==> config.mk <==
export PLATFORM = sky130hd
export DESIGN_NAME = mult_exec_unit
export DESIGN_NICKNAME = d
export VERILOG_FILES = /design/src/rtl/sys_defs.sv /design/src/rtl/mult_stage.sv /design/src/rtl/mult_exec_unit.sv
export SDC_FILE = /design/constraint.sdc
export NUM_CORES = 2
export LEC_CHECK = 0
export CAP_MARGIN = 10
export CORE_ASPECT_RATIO = 1.75
export CORE_UTILIZATION = 51
export CTS_BUF_LIST = sky130_fd_sc_hd__clkbuf_8 sky130_fd_sc_hd__clkbuf_16
export CTS_CLUSTER_DIAMETER = 50
export DETAILED_ROUTE_END_ITERATION = 10
export HOLD_SLACK_MARGIN = 0.1
export PLACE_DENSITY_LB_ADDON = 0.3
export SLEW_MARGIN = 20
export SYNTH_ARGS = -nofsm -noshare
export SYNTH_HDL_FRONTEND = slang
export SYNTH_HIERARCHICAL = 1
export SYNTH_SLANG_ARGS = --single-unit
==> constraint.sdc <==
create_clock -name clk -period 8.3 [get_ports clk]
set_input_delay 2.075 -clock clk [delete_from_list [all_inputs] [get_ports clk]]
set_output_delay 2.075 -clock clk [all_outputs]
set_load 0.02 [all_outputs]
==> src/rtl/sys_defs.sv <==
// sys_defs: shared execute-stage types (issue entry, CDB payload, ALU functions)
// plus the multiply pipeline packet and helpers used by mult_exec_unit.
package sys_defs;

  localparam int XLEN        = 32;
  localparam int ROB_TAG_W   = 5;
  localparam int MULT_STAGES = 4;

  typedef enum logic [3:0] {
    ALU_ADD    = 4'd0,
    ALU_SUB    = 4'd1,
    ALU_AND    = 4'd2,
    ALU_OR     = 4'd3,
    ALU_XOR    = 4'd4,
    ALU_SLL    = 4'd5,
    ALU_SRL    = 4'd6,
    ALU_SRA    = 4'd7,
    ALU_MUL    = 4'd8,
    ALU_MULH   = 4'd9,
    ALU_MULHSU = 4'd10,
    ALU_MULHU  = 4'd11
  } ALU_FUNC;

  typedef struct packed {
    ALU_FUNC    alu_func;
    logic [4:0] dest_reg;
  } DECODED_INSTR;

  typedef struct packed {
    DECODED_INSTR          instr;
    logic [XLEN-1:0]       rs1_value;
    logic [XLEN-1:0]       rs2_value;
    logic [ROB_TAG_W-1:0]  rd_tag;
  } INSTR_READY_ENTRY;

  typedef struct packed {
    logic                  valid;
    logic [ROB_TAG_W-1:0]  rob_tag;
    logic [XLEN-1:0]       value;
  } CDB_DATA;

  typedef struct packed {
    logic                  valid;
    logic [ROB_TAG_W-1:0]  rob_tag;
    ALU_FUNC               func;
    logic [2*XLEN-1:0]     mcand;
    logic [2*XLEN-1:0]     mplier;
    logic [2*XLEN-1:0]     product;
  } MULT_STAGE_PACKET;

  function automatic logic [XLEN-1:0] mult_select(input ALU_FUNC func,
                                                  input logic [2*XLEN-1:0] product);
    logic [XLEN-1:0] r;
    case (func)
      ALU_MUL:                         r = product[XLEN-1:0];
      ALU_MULH, ALU_MULHSU, ALU_MULHU: r = product[2*XLEN-1:XLEN];
      default:                         r = {XLEN{1'b0}};
    endcase
    return r;
  endfunction

  function automatic MULT_STAGE_PACKET mult_prep(input INSTR_READY_ENTRY e);
    MULT_STAGE_PACKET p;
    logic rs1_signed;
    logic rs2_signed;
    case (e.instr.alu_func)
      ALU_MUL, ALU_MULH: begin rs1_signed = 1'b1; rs2_signed = 1'b1; end
      ALU_MULHSU:        begin rs1_signed = 1'b1; rs2_signed = 1'b0; end
      default:           begin rs1_signed = 1'b0; rs2_signed = 1'b0; end
    endcase
    p.valid   = 1'b0;
    p.rob_tag = e.rd_tag;
    p.func    = e.instr.alu_func;
    p.mcand   = rs1_signed ? {{XLEN{e.rs1_value[XLEN-1]}}, e.rs1_value}
                           : {{XLEN{1'b0}}, e.rs1_value};
    p.mplier  = {{XLEN{1'b0}}, e.rs2_value};
    // Only the low XLEN multiplier bits get folded; a negative signed rs2
    // contributes -mcand*2^XLEN, which is preloaded into the accumulator.
    p.product = (rs2_signed && e.rs2_value[XLEN-1])
              ? ({(2*XLEN){1'b0}} - (p.mcand << XLEN))
              : {(2*XLEN){1'b0}};
    return p;
  endfunction

endpackage

==> src/rtl/mult_stage.sv <==
// mult_stage: one registered partial-product step; folds CHUNK multiplier bits
// starting at bit IDX*CHUNK into the accumulator unless held.
module mult_stage
  import sys_defs::*;
#(
  parameter int IDX   = 0,
  parameter int CHUNK = 8
) (
  input  logic             clk,
  input  logic             reset_n,
  input  logic             flush,
  input  logic             hold,
  input  MULT_STAGE_PACKET in_pkt,
  output MULT_STAGE_PACKET out_pkt
);

  logic [2*XLEN-1:0] chunk_s;
  logic [2*XLEN-1:0] partial_s;
  MULT_STAGE_PACKET  next_s;

  // Partial product for this stage's slice of the multiplier.
  always_comb begin
    chunk_s              = {(2*XLEN){1'b0}};
    chunk_s[CHUNK-1:0]   = in_pkt.mplier[IDX*CHUNK +: CHUNK];
    partial_s            = in_pkt.mcand * chunk_s;
    next_s               = in_pkt;
    next_s.product       = in_pkt.product + (partial_s << (IDX*CHUNK));
  end

  // Stage register: flush kills the op, hold freezes the whole packet.
  always_ff @(posedge clk or negedge reset_n) begin
    if (!reset_n) begin
      out_pkt <= {$bits(MULT_STAGE_PACKET){1'b0}};
    end else if (flush) begin
      out_pkt.valid <= 1'b0;
    end else if (!hold) begin
      out_pkt <= next_s;
    end
  end

endmodule

==> src/rtl/mult_exec_unit.sv <==
// mult_exec_unit: pipelined MUL/MULH/MULHSU/MULHU unit feeding the CDB.
// Define MULT_OUT_QUEUE_EN to add a 2-entry result FIFO after the last stage.
module mult_exec_unit
  import sys_defs::*;
#(
  parameter int STAGES = MULT_STAGES
) (
  input  logic             clk,
  input  logic             reset_n,
  input  logic             issue_valid,
  input  INSTR_READY_ENTRY issue_entry,
  output logic             issue_ready,
  input  logic             flush,
  output logic             cdb_req,
  input  logic             cdb_grant,
  output CDB_DATA          cdb_out,
  output logic             busy
);

  localparam int CHUNK = XLEN / STAGES;

  MULT_STAGE_PACKET      stage_in_s  [STAGES];
  MULT_STAGE_PACKET      stage_out_s [STAGES];
  MULT_STAGE_PACKET      issue_pkt_s;
  MULT_STAGE_PACKET      final_s;
  logic                  advance_s;
  logic                  ready_s;
  logic                  cdb_req_s;
  logic                  queue_busy_s;
  logic                  stage_busy_s;
  logic [ROB_TAG_W-1:0]  tag_s;
  logic [XLEN-1:0]       value_s;
  logic                  entry_unused_s;

  assign final_s        = stage_out_s[STAGES-1];
  assign entry_unused_s = ^{issue_entry.instr.dest_reg, final_s.mcand, final_s.mplier};

  // Build the stage-0 packet from the RS entry.
  always_comb begin
    issue_pkt_s       = mult_prep(issue_entry);
    issue_pkt_s.valid = issue_valid & ready_s & ~flush;
  end

  genvar g;
  generate
    for (g = 0; g < STAGES; g++) begin : g_stage
      if (g == 0) begin : g_first
        assign stage_in_s[g] = issue_pkt_s;
      end else begin : g_next
        assign stage_in_s[g] = stage_out_s[g-1];
      end
      mult_stage #(.IDX(g), .CHUNK(CHUNK)) u_stage (
        .clk     (clk),
        .reset_n (reset_n),
        .flush   (flush),
        .hold    (~advance_s),
        .in_pkt  (stage_in_s[g]),
        .out_pkt (stage_out_s[g])
      );
    end
  endgenerate

`ifdef MULT_OUT_QUEUE_EN
  logic [1:0]            q_count_r;
  logic                  q_rd_r;
  logic                  q_wr_r;
  logic [ROB_TAG_W-1:0]  q_tag_r [2];
  logic [XLEN-1:0]       q_val_r [2];
  logic                  q_full_s;
  logic                  q_pop_s;
  logic                  q_push_s;

  assign q_full_s     = (q_count_r == 2'd2);
  assign cdb_req_s    = (q_count_r != 2'd0);
  assign q_pop_s      = cdb_req_s & cdb_grant & ~flush;
  assign advance_s    = ~final_s.valid | ~q_full_s | q_pop_s;
  assign q_push_s     = final_s.valid & advance_s & ~flush;
  // Conservative: no grant term, so ready comes straight from registered state.
  assign ready_s      = ~(final_s.valid & q_full_s) | flush;
  assign tag_s        = q_tag_r[q_rd_r];
  assign value_s      = q_val_r[q_rd_r];
  assign queue_busy_s = cdb_req_s;

  // Result FIFO between the last stage and the CDB.
  always_ff @(posedge clk or negedge reset_n) begin
    if (!reset_n) begin
      q_count_r  <= 2'd0;
      q_rd_r     <= 1'b0;
      q_wr_r     <= 1'b0;
      q_tag_r[0] <= {ROB_TAG_W{1'b0}};
      q_tag_r[1] <= {ROB_TAG_W{1'b0}};
      q_val_r[0] <= {XLEN{1'b0}};
      q_val_r[1] <= {XLEN{1'b0}};
    end else if (flush) begin
      q_count_r <= 2'd0;
      q_rd_r    <= 1'b0;
      q_wr_r    <= 1'b0;
    end else begin
      if (q_push_s) begin
        q_tag_r[q_wr_r] <= final_s.rob_tag;
        q_val_r[q_wr_r] <= mult_select(final_s.func, final_s.product);
        q_wr_r          <= ~q_wr_r;
      end
      if (q_pop_s) begin
        q_rd_r <= ~q_rd_r;
      end
      q_count_r <= q_count_r + {1'b0, q_push_s} - {1'b0, q_pop_s};
    end
  end
`else
  assign cdb_req_s    = final_s.valid;
  assign advance_s    = ~(final_s.valid & ~cdb_grant);
  assign ready_s      = advance_s | flush;
  assign tag_s        = final_s.rob_tag;
  assign value_s      = mult_select(final_s.func, final_s.product);
  assign queue_busy_s = 1'b0;
`endif

  // Occupancy across all stages.
  always_comb begin
    stage_busy_s = 1'b0;
    for (int i = 0; i < STAGES; i++) begin
      stage_busy_s = stage_busy_s | stage_out_s[i].valid;
    end
  end

  // CDB payload is only driven in the cycle the result actually retires.
  always_comb begin
    cdb_out = {$bits(CDB_DATA){1'b0}};
    if (cdb_req_s & cdb_grant & ~flush) begin
      cdb_out.valid   = 1'b1;
      cdb_out.rob_tag = tag_s;
      cdb_out.value   = value_s;
    end else begin
      cdb_out = {$bits(CDB_DATA){1'b0}};
    end
  end

  assign issue_ready = ready_s;
  assign cdb_req     = cdb_req_s;
  assign busy        = stage_busy_s | queue_busy_s;

endmodule
==> flow_metrics.tcl <==
set metrics [dict create \
    gr-usage-all-layers_pct 29.30 \
    max_cap_viol_count 0 \
    ctsHoldBuffers 0 \
    syn_area_um2 75450 \
    r2r_cells 34 \
    fin_cells 11242 \
    r2r_start "g_stage[0].u_stage/out_pkt[76]" \
    final_nets 10879 \
    detail_route.iter0.violations 3280 \
    final_cell_area_um2 85190 \
    max-vdd-ir-drop_mv 0.2914 \
    dr.pass1.iters 7 \
    clkLatencyLatePin_ns 0.70 \
    fin_crit_sh_pct 98.02 \
    ios 124 \
    synth.avg_cell_area_um2 8.570 \
    crit_path_end_kind "register" \
    clock_sinks 488 \
    numCtsBuffers 54 \
    initial_core_util_pct 51.38 \
    top_usage_layer "met2" \
    wire_per_inst_um 19.22 \
    crit_path_start "g_stage[0].u_stage/out_pkt[76]" \
    cp.required_ns 8.84 \
    grt_overflow 0 \
    leakage_nw 42.28 \
    grt_start_max_net_pins 183 \
    area_delta_synth_final_pct 12.91 \
    ys_warn_count 6 \
    crit_type "register to register" \
    rr_endpoint "g_stage[1].u_stage/out_pkt[62]" \
    vias 61133 \
    drive_gt1_share_pct 9.756 \
    core_area_um2 146800 \
    die_height_um 510.8 \
    tightest_slew_ns 1.006 \
    critical-path-slowest-cell "fa_1" \
    worst-path-max-fanout 13 \
    die_width_um 292.8 \
    max_slew_margin_pct 32.94 \
    status "finished clean" \
    start_kind "register" \
    regMostFlops "g_stage.u_stage/out_pkt" \
    p_per_area_nw_per_um2 387.5 \
    rrSetupSlack_ns 0.16 \
    place_congestion 0.9934 \
    hold_start "g_stage[1].u_stage/out_pkt[89]" \
    largest_reg_flops 488 \
    setup.worst_path.end "g_stage[1].u_stage/out_pkt[62]" \
    dp_hpwl_um 176100 \
    clockBufferDepth 3 \
    cpMostUsedCell "buf_4" \
    grt_use_met3_pct 1.969 \
    ant_nets 0 \
    critPathMaxStageDelay_ns 0.57 \
    portBuffers 118 \
    cp_data_arrival_time_ns 8.67 \
    die_area_um2 149500 \
    syn_inst 8804 \
    setup_viol 0 \
    hold_slack_ns 0.4132 \
    max_freq_ghz 0.1229 \
    placed_area_um2 82730 \
    skew_ns 0.07889 \
    num_rows 186 \
    use_met1_pct 30.52 \
    ctsHtreeMaxLevel 2 \
    path_clk_slew_ns 0.07 \
    fillers 13222 \
    via_per_inst 5.438 \
    wl_um 216100 \
    antenna_found_initial 2 \
    fin_crit_ns 8.135 \
    place_inst 11123 \
    grtUsageMet2_pct 55.74 \
    drc_errors 0 \
    slew_violations 0 \
    grt_pass1_vias 66618 \
    cts_tree "yes" \
    hold_class "register to register" \
    cts_root_buf "clkbuf_16" \
    hold_viol 0 \
    grt_pass1_wl_um 346700 \
    reg.largest.list "g_stage.u_stage/out_pkt x488" \
]
## through the flow
stage               TNS [ns]  setup WS [ns]  utilization [%]  power [mW]
floorplan             -3.958        -0.4975                -       20.78
global route         -0.1486       -0.04962            58.01       35.79
detailed placement    -6.005        -0.5176            56.33       29.81
CTS                        0        0.01552            57.70       32.66
finish                     0         0.1647            58.01       33.01
global placement      -5.650        -0.5160            56.33       29.38
## critical path: cells and delay by family (launching register included)
kind,cells,cell delay [ns]
buffers and inverters,9,1.21
adder cells (fa/ha/maj),6,2.72
AO/OA/AOI/OAI,12,2.61
flip-flops,1,0.42
AND/OR/NAND/NOR,5,0.59
XOR/XNOR,2,0.42
## worst min path at each step
stage	to	slack, ns	cells past startpoint
2_1_floorplan	g_stage[3].u_stage/out_pkt[194]	0.44	2
3_3_place_gp	g_stage[3].u_stage/out_pkt[196]	0.45	2
3_5_place_dp	g_stage[3].u_stage/out_pkt[17]	0.45	2
4_1_cts	g_stage[2].u_stage/out_pkt[89]	0.41	2
5_1_grt	g_stage[2].u_stage/out_pkt[89]	0.44	2
6_report	g_stage[2].u_stage/out_pkt[89]	0.41	2
## placed cells by master (no fill, tap or decap), drive strengths merged, types with 15 or more instances in the layout
| cell type | count |
|---|---|
| nand2 | 1694 |
| inv | 1226 |
| fa | 1169 |
| and2 | 1154 |
| buf | 618 |
| dfrtp | 488 |
| ha | 407 |
| o21ai | 364 |
| a21oi | 315 |
| nor2 | 238 |
| xnor2 | 219 |
| a21o | 173 |
| xor2 | 141 |
| clkdlybuf4s50 | 112 |
| nand3 | 70 |
| clkbuf | 69 |
| nor3 | 67 |
| nand4 | 64 |
| o21a | 52 |
| a31oi | 52 |
| a211oi | 49 |
| o21bai | 47 |
| nand2b | 38 |
| a22oi | 38 |
| o211ai | 33 |
| conb | 32 |
| nor2b | 25 |
| and3 | 22 |
| o31ai | 19 |
| or2 | 17 |
| clkinv | 17 |
| a21boi | 15 |
## final cells by class
class,instances,area (um2),share of cell area [%]
antenna,2,5.005,0.005875
clock buffer,64,1489,1.748
clock inverter,38,475.5,0.5581
inverter,1212,4549,5.340
multi-input combinational,6729,57630,67.65
sequential,488,12230,14.35
tap,1974,2470,2.899
timing repair buffer,735,6344,7.447
## where the power goes
| part | switching (mW) | internal (mW) |
|---|---|---|
| sequential | 0.709 | 3.14 |
| combinational | 15.4 | 11.2 |
| clock | 1.17 | 1.45 |
| total | 17.2 | 15.8 |
## routing by layer
metal / wire length [um] / up-vias / part of all wire [%]
met3: 6699 / 625 / 3.1
met4: 17350 / 0 / 8.0
met1: 74840 / 30641 / 35
met5: 0 / - / 0
met2: 117200 / 1484 / 54
li1: - / 28383 / -
## what timing repair did
action | in CTS | in global routing
pin swaps | 2 | 32
buffers inserted | 0 | 10
gates resized for setup | 6 | 53
gates cloned | 0 | 5
endpoints found under the setup margin | 7 | 12
No activity file was read; power rests on OpenSTA's default activity.
